### config.mk
export PLATFORM = sky130hd
export DESIGN_NAME = aes_inv_key_sched_flat
export DESIGN_NICKNAME = d
export VERILOG_FILES = /design/src/rtl/aes_inv_key_sched_if.sv /design/src/rtl/aes_inv_key_sched.sv /design/src/flat_wrapper.sv
export SDC_FILE = /design/constraint.sdc
export NUM_CORES = 1
export LEC_CHECK = 0
export ABC_AREA = 1
export CAP_MARGIN = 30
export CORE_MARGIN = 4
export CORE_UTILIZATION = 25
export CTS_BUF_LIST = sky130_fd_sc_hd__clkbuf_4
export CTS_CLUSTER_DIAMETER = 120
export DETAILED_ROUTE_END_ITERATION = 8
export HOLD_SLACK_MARGIN = 0.1
export PLACE_DENSITY = 0.4
export SLEW_MARGIN = 5
export SYNTH_ARGS = -nofsm -noshare
export SYNTH_HDL_FRONTEND = slang
export SYNTH_SLANG_ARGS = --single-unit
### constraint.sdc
create_clock -name clk -period 9.5 [get_ports clk]
set_input_delay 2.375 -clock clk [delete_from_list [all_inputs] [get_ports clk]]
set_output_delay 2.375 -clock clk [all_outputs]
set_load 0.02 [all_outputs]
### src/rtl/aes_inv_key_sched_if.sv
// Round-key stream bundle for the AES-128 inverse key schedule.
// master drives the request side, slave is the scheduler.
interface aes_inv_key_sched_if;
  logic         start;
  logic         key_is_cipher;
  logic [127:0] key_in;
  logic         rk_ready;
  logic         rk_valid;
  logic [127:0] rk_out;
  logic [3:0]   rk_round;
  logic         busy;
  logic         done;

  modport master (
    output start,
    output key_is_cipher,
    output key_in,
    output rk_ready,
    input  rk_valid,
    input  rk_out,
    input  rk_round,
    input  busy,
    input  done
  );

  modport slave (
    input  start,
    input  key_is_cipher,
    input  key_in,
    input  rk_ready,
    output rk_valid,
    output rk_out,
    output rk_round,
    output busy,
    output done
  );
endinterface

### src/rtl/aes_inv_key_sched.sv
// AES-128 inverse key schedule: emits round keys 10 down to 0.
// Keys are row-major, byte (r,c) at MSB-first offset 32r+8c.
module aes_inv_key_sched (
  input logic                clk,
  input logic                rst_n,
  aes_inv_key_sched_if.slave bus
);

  typedef enum logic [1:0] {
    IDLE,
    PRECOMP,
    EMIT
  } state_e;

  localparam logic [2047:0] SBOX = {
    128'h637c777bf26b6fc53001672bfed7ab76,
    128'hca82c97dfa5947f0add4a2af9ca472c0,
    128'hb7fd9326363ff7cc34a5e5f171d83115,
    128'h04c723c31896059a071280e2eb27b275,
    128'h09832c1a1b6e5aa0523bd6b329e32f84,
    128'h53d100ed20fcb15b6acbbe394a4c58cf,
    128'hd0efaafb434d338545f9027f503c9fa8,
    128'h51a3408f929d38f5bcb6da2110fff3d2,
    128'hcd0c13ec5f974417c4a77e3d645d1973,
    128'h60814fdc222a908846eeb814de5e0bdb,
    128'he0323a0a4906245cc2d3ac629195e479,
    128'he7c8376d8dd54ea96c56f4ea657aae08,
    128'hba78252e1ca6b4c6e8dd741f4bbd8b8a,
    128'h703eb5664803f60e613557b986c11d9e,
    128'he1f8981169d98e949b1e87e9ce5528df,
    128'h8ca1890dbfe6426841992d0fb054bb16
  };

  function automatic logic [7:0] sbox(
    input logic [7:0] x
  );
    return SBOX[(255 - int'(x)) * 8 +: 8];
  endfunction

  function automatic logic [31:0] sub_word(
    input logic [31:0] w
  );
    return {sbox(w[31:24]), sbox(w[23:16]),
            sbox(w[15:8]),  sbox(w[7:0])};
  endfunction

  function automatic logic [31:0] rot_word(
    input logic [31:0] w
  );
    return {w[23:0], w[31:24]};
  endfunction

  function automatic logic [7:0] rcon(
    input logic [3:0] i
  );
    logic [7:0] r;
    case (i)
      4'd1:    r = 8'h01;
      4'd2:    r = 8'h02;
      4'd3:    r = 8'h04;
      4'd4:    r = 8'h08;
      4'd5:    r = 8'h10;
      4'd6:    r = 8'h20;
      4'd7:    r = 8'h40;
      4'd8:    r = 8'h80;
      4'd9:    r = 8'h1b;
      4'd10:   r = 8'h36;
      default: r = 8'h00;
    endcase
    return r;
  endfunction

  // Column c is {row0,row1,row2,row3} with row0 as the MS byte.
  function automatic logic [31:0] get_col(
    input logic [127:0] k,
    input int           c
  );
    logic [31:0] w;
    w = '0;
    for (int r = 0; r < 4; r++)
      w[31 - 8*r -: 8] = k[127 - 32*r - 8*c -: 8];
    return w;
  endfunction

  function automatic logic [127:0] put_cols(
    input logic [31:0] w0,
    input logic [31:0] w1,
    input logic [31:0] w2,
    input logic [31:0] w3
  );
    logic [127:0] k;
    logic [31:0]  w [4];
    w[0] = w0;
    w[1] = w1;
    w[2] = w2;
    w[3] = w3;
    k = '0;
    for (int c = 0; c < 4; c++)
      for (int r = 0; r < 4; r++)
        k[127 - 32*r - 8*c -: 8] = w[c][31 - 8*r -: 8];
    return k;
  endfunction

  state_e       state_q, state_d;
  logic [127:0] cur_q, cur_d;
  logic [3:0]   rnd_q, rnd_d;
  logic         done_q, done_d;

  logic [31:0]  c0, c1, c2, c3;
  logic [31:0]  sb_in, sb_out, rc_w;
  logic [3:0]   rc_idx;
  logic [31:0]  f0, f1, f2, f3;
  logic [31:0]  p0, p1, p2, p3;
  logic [127:0] fwd_key, inv_key;
  logic         emit;

  assign c0 = get_col(cur_q, 0);
  assign c1 = get_col(cur_q, 1);
  assign c2 = get_col(cur_q, 2);
  assign c3 = get_col(cur_q, 3);

  assign p3 = c3 ^ c2;
  assign p2 = c2 ^ c1;
  assign p1 = c1 ^ c0;

  // One S-box word serves both directions; only its operand moves.
  assign sb_in  = (state_q == PRECOMP) ? rot_word(c3)
                                       : rot_word(p3);
  assign sb_out = sub_word(sb_in);

  assign rc_idx = (state_q == PRECOMP) ? rnd_q + 4'd1
                                       : rnd_q;
  assign rc_w   = {rcon(rc_idx), 24'h0};

  assign f0 = c0 ^ sb_out ^ rc_w;
  assign f1 = c1 ^ f0;
  assign f2 = c2 ^ f1;
  assign f3 = c3 ^ f2;
  assign p0 = c0 ^ sb_out ^ rc_w;

  assign fwd_key = put_cols(f0, f1, f2, f3);
  assign inv_key = put_cols(p0, p1, p2, p3);

  always_comb begin
    state_d = state_q;
    cur_d   = cur_q;
    rnd_d   = rnd_q;
    done_d  = 1'b0;
    unique case (state_q)
      IDLE: begin
        if (bus.start) begin
          cur_d = bus.key_in;
          if (bus.key_is_cipher) begin
            rnd_d   = 4'd0;
            state_d = PRECOMP;
          end else begin
            rnd_d   = 4'd10;
            state_d = EMIT;
          end
        end
      end
      PRECOMP: begin
        cur_d = fwd_key;
        rnd_d = rnd_q + 4'd1;
        if (rnd_q >= 4'd9) begin
          rnd_d   = 4'd10;
          state_d = EMIT;
        end
      end
      EMIT: begin
        if (bus.rk_ready) begin
          if (rnd_q != 4'd0) begin
            cur_d = inv_key;
            rnd_d = rnd_q - 4'd1;
          end else begin
            state_d = IDLE;
            done_d  = 1'b1;
          end
        end
      end
      default: begin
        state_d = IDLE;
        rnd_d   = 4'd0;
      end
    endcase
  end

  always_ff @(posedge clk or negedge rst_n) begin
    if (!rst_n) begin
      state_q <= IDLE;
      cur_q   <= '0;
      rnd_q   <= '0;
      done_q  <= 1'b0;
    end else begin
      state_q <= state_d;
      cur_q   <= cur_d;
      rnd_q   <= rnd_d;
      done_q  <= done_d;
    end
  end

  assign emit         = (state_q == EMIT);
  assign bus.rk_valid = emit;
  assign bus.rk_out   = emit ? cur_q : '0;
  assign bus.rk_round = emit ? rnd_q : 4'd0;
  assign bus.busy     = (state_q != IDLE);
  assign bus.done     = done_q;

endmodule

### src/flat_wrapper.sv
// flat-port wrapper written by rule: the top's interface ports become plain ports
module aes_inv_key_sched_flat 
  (clk, rst_n, bus_start, bus_key_is_cipher, bus_key_in, bus_rk_ready, bus_rk_valid, bus_rk_out, bus_rk_round, bus_busy, bus_done);
  aes_inv_key_sched_if bus_i ();
  input logic clk;
  input logic rst_n;
  input wire logic [$bits(bus_i.start)-1:0] bus_start;
  input wire logic [$bits(bus_i.key_is_cipher)-1:0] bus_key_is_cipher;
  input wire logic [$bits(bus_i.key_in)-1:0] bus_key_in;
  input wire logic [$bits(bus_i.rk_ready)-1:0] bus_rk_ready;
  output wire logic [$bits(bus_i.rk_valid)-1:0] bus_rk_valid;
  output wire logic [$bits(bus_i.rk_out)-1:0] bus_rk_out;
  output wire logic [$bits(bus_i.rk_round)-1:0] bus_rk_round;
  output wire logic [$bits(bus_i.busy)-1:0] bus_busy;
  output wire logic [$bits(bus_i.done)-1:0] bus_done;
  assign bus_i.start = bus_start;
  assign bus_i.key_is_cipher = bus_key_is_cipher;
  assign bus_i.key_in = bus_key_in;
  assign bus_i.rk_ready = bus_rk_ready;
  assign bus_rk_valid = bus_i.rk_valid;
  assign bus_rk_out = bus_i.rk_out;
  assign bus_rk_round = bus_i.rk_round;
  assign bus_busy = bus_i.busy;
  assign bus_done = bus_i.done;
  aes_inv_key_sched u_core (.clk(clk), .rst_n(rst_n), .bus(bus_i));
endmodule
==> results, run 1 <==
- Post-CTS repair changed the size of 0 cells.
- The most common flop cell mapped by yosys is dfrtp_1.
- The period utilization is 66.4%.
- The final HPWL from detailed placement is 94400 um.
- The clock reaches the later pin of the worst-skew pair after between 800 and 900 ps.
- The number of buffers inserted to repair setup after CTS is 0.
- The flow ran to the end, and the final reports show no timing, DRC or antenna violations.
- The area growth from synthesis to layout is 14.9%.
- The count of buffers added on input and output ports is 267.
- The tool flagged a number of max-cap violations equal to 0.
- Along the worst path, the maximum fanout reaches 74.
- The pin count of the biggest net entering global routing is 139.
- The total congestion overflow after global routing is 0.
- In this run the tightest slew margin relative to its limit is 30.3%.
- In this run the standard cell core region covers between 90000 and 100000 um^2.
- The floorplan step set the die width to 319 um.
- For this design the top-level I/O count stands at 268.
- Detailed routing inserted a total of 32600 vias.
- The worst setup path is launched from a register.
- Summing the sequential cell areas from Yosys gives 14.0% of the chip area.
- For this block, the routed nets add up to 134000 um of wire.
- The count of standard-cell rows is approximately 110.
- The clock tree from TritonCTS is yes.
- The clock transition time at the flip-flop clock pins of the worst setup and hold paths is 160 ps.
- The number of nets produced by synthesis is 4741.
- The area of placed instances is 27400 um^2.
- The first global-routing pass estimated 200000 um of wire.
- The area share of the leading cell type in the synthesized netlist is 28.0%.
- The longest clock path from root to sink contains 2 buffers.
- The final hold violation count was 0.
- CTS saw 135 sinks.
- Setup repair after global routing left no endpoint under its margin.
- The capturing element type of the critical path is a primary output.
- The finished cells cover ~28000 um^2.
- The number of nets still failing antenna checks after routing is 0.
- The final sum of negative setup slack is 0 ps.
- By area the synthesized netlist is led by nand3_1, nand2_1, dfrtp_1.
- After detailed routing, the average wire length per cell comes to 22.9 um.
- Between clock sinks in the finished design, the worst skew comes to 40.5 ps.
- At the end of routability-driven placement, the weighted congestion stood at between 0.9 and 1.
- The floorplan step set the die height to 319 um.
- The shortest period the worst path allows is between 6000 and 7000 ps.
- The initial utilization of the core area, before any placement, comes to between 20% and 30%.
- The highest achievable clock rate is 0.158 GHz.
- The synthesized netlist occupies a cell area of 24100 um^2.
- In the routed layout, each cell is associated on average with a via count of 5.54.
- The filler cells instantiated in the layout total 11100.
- The worst-margin pin slew is 1040 ps.
- The first detailed-routing pass ran for 6 iterations.
- The final-stage net count is 4792.
- The number of synthesized flops with an enable pin is 0.
- The critical path arrival is about 3900 ps.
- Counting flops with an async set or reset pin after synthesis yields a share of 100%.
- The biggest area contributor in the post-synthesis netlist is nand3_1.
- Yosys printed 0 warnings.
- The synthesized netlist contains 42 unique library cells.
- The post-route netlist has 4.14% of its cells at a drive strength greater than 1.
- The detailed router finished its first iteration with between 4000 and 5000 violations.
- CTS built an H-tree with a depth of 4.
- The die covers 101000 um^2.
- The end-of-flow core utilization is 29.1%.
- The critical path start-end classification is register to primary output.
- The endpoint required time on the critical path is 7130 ps.
- The via count of the first global-routing pass was 30600.
- The number of hold buffers added after CTS was 0.
- CTS placed an instance of clkbuf_4 at the clock tree root.
- The number of antenna violations at the first check in global routing is 5.
- For this run, the total global-route usage over all layers was measured as between 20% and 30%.
- The path category of the worst min-delay check is register to register.
- The number of setup violations in the final report is 0.
- The worst hold slack is 572 ps.
- In the routed design, unresolved DRC markers number 0.
- The count of final max-slew check failures came to 0.
- The cell count after synthesis is 4546.
- The number of register bits inferred by synthesis is 135.
- The average instance area after synthesis is 5.30 um^2.
- The CTS buffer count is 17.
[logic make-up (layout without fill, tap and decap cells)]
family,count (synthesis),in the layout,share of synthesized area [%]
AND/OR/NAND/NOR,3151,3151,57.7
buffers and inverters,708,772,12.6
AO/OA/AOI/OAI,471,471,11.7
flip-flops,135,135,14.0
adder cells (fa/ha/maj),62,62,3.22
XOR/XNOR,19,19,0.690
other,0,6,0
[final timing paths]
kind,startpoint,end,slack [ps],cells after the start
min in group asynchronous,rst_n,u_core.state_q[0],1490,1
max in group asynchronous,rst_n,u_core.cur_q[61],6670,2
worst min register to register,u_core.cur_q[112],u_core.cur_q[112],570,2
worst max-delay path,u_core.state_q[0],bus_rk_out[50],3190,6
worst max register to register,u_core.state_q[1],u_core.cur_q[75],3870,26
worst min-delay path,u_core.cur_q[112],u_core.cur_q[112],570,2
[stage by stage]
step,instances,setup slack (ps)
6_report,5881,3190
5_1_grt,5879,2880
4_1_cts,5874,3010
3_5_place_dp,5842,3810
3_3_place_gp,5841,3780
2_1_floorplan,4546,4950
[placed cells by master, fill, tap and decap left out, types with 35 or more instances in the layout]
cell,n
o22ai_1,61
a22oi_1,41
nand2_1,1434
ha_1,59
a21oi_1,79
nand2_2,49
o211ai_1,66
dfrtp_1,135
buf_4,35
o21ai_0,150
clkdlybuf4s50_1,266
nand3_1,1351
inv_1,411
nor2_1,246
[cell usage after synthesis, types with 45 or more instances]
cell type  instances
nand2_1         1438
inv_1            412
o21ai_0          152
o22ai_1           61
dfrtp_1          135
ha_1              62
nand3_1         1351
nand2_2           46
nor2_1           246
clkbuf_1          97
o211ai_1          66
buf_2             97
a21oi_1           80
buf_4             45
[sequential cells by signal, indices dropped and copies added, names as in the netlist]
name and cells:
u_core.bus.done 1, u_core.cur_q 128, u_core.rnd_q 4, u_core.state_q 2
[worst max-delay path, stage by stage, from the launching register on]
cell             delay (ps)
dfrtp_1                 470
inv_1                   190
ha_4                    560
buf_4                   830
nand2_1                 150
inv_1                   220
clkdlybuf4s50_1         650
[layout make-up]
| class | instances | area [um^2] | share of cell area (%) |
|---|---|---|---|
| antenna | 6 | 15.0 | 0.0542 |
| tap | 1265 | 1580 | 5.71 |
| multi-input combinational | 3703 | 17800 | 64.2 |
| clock buffer | 17 | 128 | 0.461 |
| timing repair buffer | 306 | 3020 | 10.9 |
| clock inverter | 15 | 160 | 0.578 |
| sequential | 135 | 3380 | 12.2 |
| inverter | 434 | 1640 | 5.91 |
[layer usage]
| layer | part of all wire (%) | track usage (%) |
|---|---|---|
| met5 | 0.0097 | 0 |
| met4 | 3.8 | 9.06 |
| met3 | 8.7 | 4.68 |
| met2 | 44 | 39.7 |
| met1 | 44 | 34.5 |
Power of run 1 is left out: the tool's default activity adds up to more than one toggle a clock period on the data nets, which glitch-free logic cannot reach.
==> inputs of run 2 (changes only) <==
clock period = 5.9 ns   (was 9.5 ns; I/O delays follow)
==> results, run 2 (synthesis results as in run 1) <==
- The height of the die was 319 um (unchanged).
- TritonCTS built the clock tree.
- The fill cell total of the finished layout is 11000 (-0.67%).
- The number of placed instances with taps included was 5879 (+0.63%).
- The number of hold buffers added after CTS was 0 (unchanged).
- The initial core utilization is 25.3% (unchanged).
- The count of clock tree sinks was 135 (unchanged).
- The total congestion overflow after global routing is 0 (unchanged).
- Setup repair after global routing left no endpoint under its margin.
- The clock transition time at the flip-flop clock pins of the worst setup and hold paths is 150 ps (about the same).
- For this run, the top clock speed supported by timing is about 0.20 GHz.
- The count of cells resized by post-cts repair is 0 (unchanged).
- The number of buffers added on ports was 267 (unchanged).
- The routing usage on met3 is 4.45% (-0.24 points).
- STA classifies the critical path startpoint as a register.
- The final weighted congestion in routability-driven placement is 1.02 (+2.6%).
- The global-route total usage across every layer is 25.4% (+0.14 points).
- The via count of the first global-routing pass was 30400 (-0.51%).
- The capturing element type of the critical path is a primary output.
- The top cell types in the final layout, fill and taps aside, are nand2_1, nand3_1, inv_1.
- The worst-margin pin slew is 1030 ps (-14.0 ps).
- The met1 demand-to-capacity share in global routing came to 34.7% (+0.24 points).
- The pin count of the biggest net entering global routing is 93 (-33%).
- The path category of the worst min-delay check is register to register.
- The worst-case headroom to the max-slew limit is 31.5% (+1.2 points).
- The area of the placeable core is 95300 um^2 (unchanged).
- The critical path arrival is 3490 ps (-450 ps).
- The worst setup path is of the register to primary output kind.
- The endpoint required time on the critical path was 4430 ps (-2700 ps).
- The number of antenna violations at the first check in global routing is 8 (+3).
- Counting I/O delays and the setup requirement, the final critical path takes 4970 ps.
- The final HPWL from detailed placement is 98800 um (+4.6%).
- The remaining design rule violation count is 0 (unchanged).
- The largest registers in the layout are u_core.cur_q x128, u_core.rnd_q x4, u_core.state_q x2.
- The count of final max-slew check failures was 0 (unchanged).
- The final-stage net count was 4828 (+0.75%).
- The number of levels the H-tree was split into is 4 (unchanged).
- The number of setup violations in the final report was 0 (unchanged).
- The starting DRC count in detailed routing is 4934 (+22%).
- The number of flip-flops under the largest register name is 128 (unchanged).
- The CTS buffer count is 17 (unchanged).
- The number of detailed-routing iterations run before antenna repair was 7 (+1).
- The count of pins on the block boundary is 268 (unchanged).
- In this run the clock root is driven by a clkbuf_4.
- The setup skew after layout is 20.4 ps (-20.2 ps).
- Dividing the final minimum period by the clock period gives 84.2%.
- The most common cell after layout, fill and taps aside is nand2_1.
- The count of standard-cell rows came to 113 (unchanged).
- The layer with the highest usage is met2.
- The total detailed-routing wirelength came to 135000 um (+0.52%).
- The area enclosed by the die boundary is 101000 um^2 (unchanged).
- The ratio of cells with drive above 1 in the final layout is 4.91% (+0.77 points).
- The max-cap violation count came to 0 (unchanged).
- The per-cell routed wire length is 22.8 um (-0.15%).
- The number of nets still failing antenna checks after routing is 0 (unchanged).
- The via density per instance is 5.53 (-0.13%).
- The most flop-heavy register is u_core.cur_q.
- The buffer levels on the longest clock path is 2 (unchanged).
- The number of buffers inserted to repair setup after CTS is 0 (unchanged).
- The count of placed standard cells in the final layout, fillers left out came to 5920 (+0.66%).
- The wire length of the first global-routing pass was 201000 um (+0.54%).
- The final sum of negative setup slack was 0 ps (unchanged).
- The vias after detailed routing is 32700 (+0.53%).
- The final hold violation count is 0 (unchanged).
- The insertion delay of the later-clocked pin in the worst-skew pair was 770 ps (-40 ps).
- The met2 usage in global routing is 39.8% (+0.10 points).
- The peak fanout along the critical path came to 61 (-18%).
- The die outline width is 319 um (unchanged).
- The flow ran to the end, and the final reports show no timing, DRC or antenna violations.
- Compared with the post-synthesis result, the final layout area differs by 16.1%.
[run 2: changes by cell type in the layout (fill, tap and decap cells not counted), moves of 2 or more]
cell	delta
clkbuf_4	+3
buf_12	+2
buf_4	+34
clkinv_1	-2
diode_2	+4
[run 2: worst max-delay path: stages (launching register included)]
cell and delay (ps):
dfrtp_1 470, inv_1 180, ha_4 800, buf_12 290, nand2_1 70, inv_1 160
clkdlybuf4s50_1 730
[run 2: cell type report]
| class | instances | area (um^2) | share of cell area (%) |
|---|---|---|---|
| Multi-Input combinational cell | 3703 | 17800 | 63.5 |
| Sequential cell | 135 | 3380 | 12.1 |
| Clock buffer | 20 | 150 | 0.536 |
| Inverter | 434 | 1640 | 5.85 |
| Clock inverter | 11 | 133 | 0.474 |
| Antenna cell | 10 | 25.0 | 0.0894 |
| Timing Repair Buffer | 342 | 3330 | 11.9 |
| Tap cell | 1265 | 1580 | 5.65 |
[run 2: per-stage QoR]
step           hold WS, ps  utilization [%]  worst slack (ps)  cell area, um^2
2_1_floorplan          492                -              2250            24100
3_3_place_gp           540             29.0              1090            27600
3_5_place_dp           543             29.1              1130            27700
4_1_cts                574             29.4               773            28000
5_1_grt                616             29.4               625            28000
6_report               567             29.4               932            28000
[run 2: per-layer routing]
metal / wire length (um) / vias up / share of wire (%)
met5: 34 / - / 0.025
met3: 11200 / 280 / 8.3
met2: 59400 / 1810 / 44
met4: 5630 / 4 / 4.2
met1: 58900 / 15300 / 44
li1: - / 15300 / -
[run 2: path summary, 6_finish.rpt]
| kind | slack (ps) | start | cells past startpoint | endpoint |
|---|---|---|---|---|
| min | 570 | u_core.cur_q[112] | 2 | u_core.cur_q[112] |
| max reg2reg | 1010 | u_core.state_q[1] | 22 | u_core.cur_q[11] |
| min reg2reg | 570 | u_core.cur_q[112] | 2 | u_core.cur_q[112] |
| min in group asynchronous | 680 | rst_n | 1 | u_core.cur_q[17] |
| max | 930 | u_core.state_q[0] | 6 | bus_rk_out[60] |
| max in group asynchronous | 4050 | rst_n | 2 | u_core.cur_q[39] |
Power of run 2 is left out for the same reason.
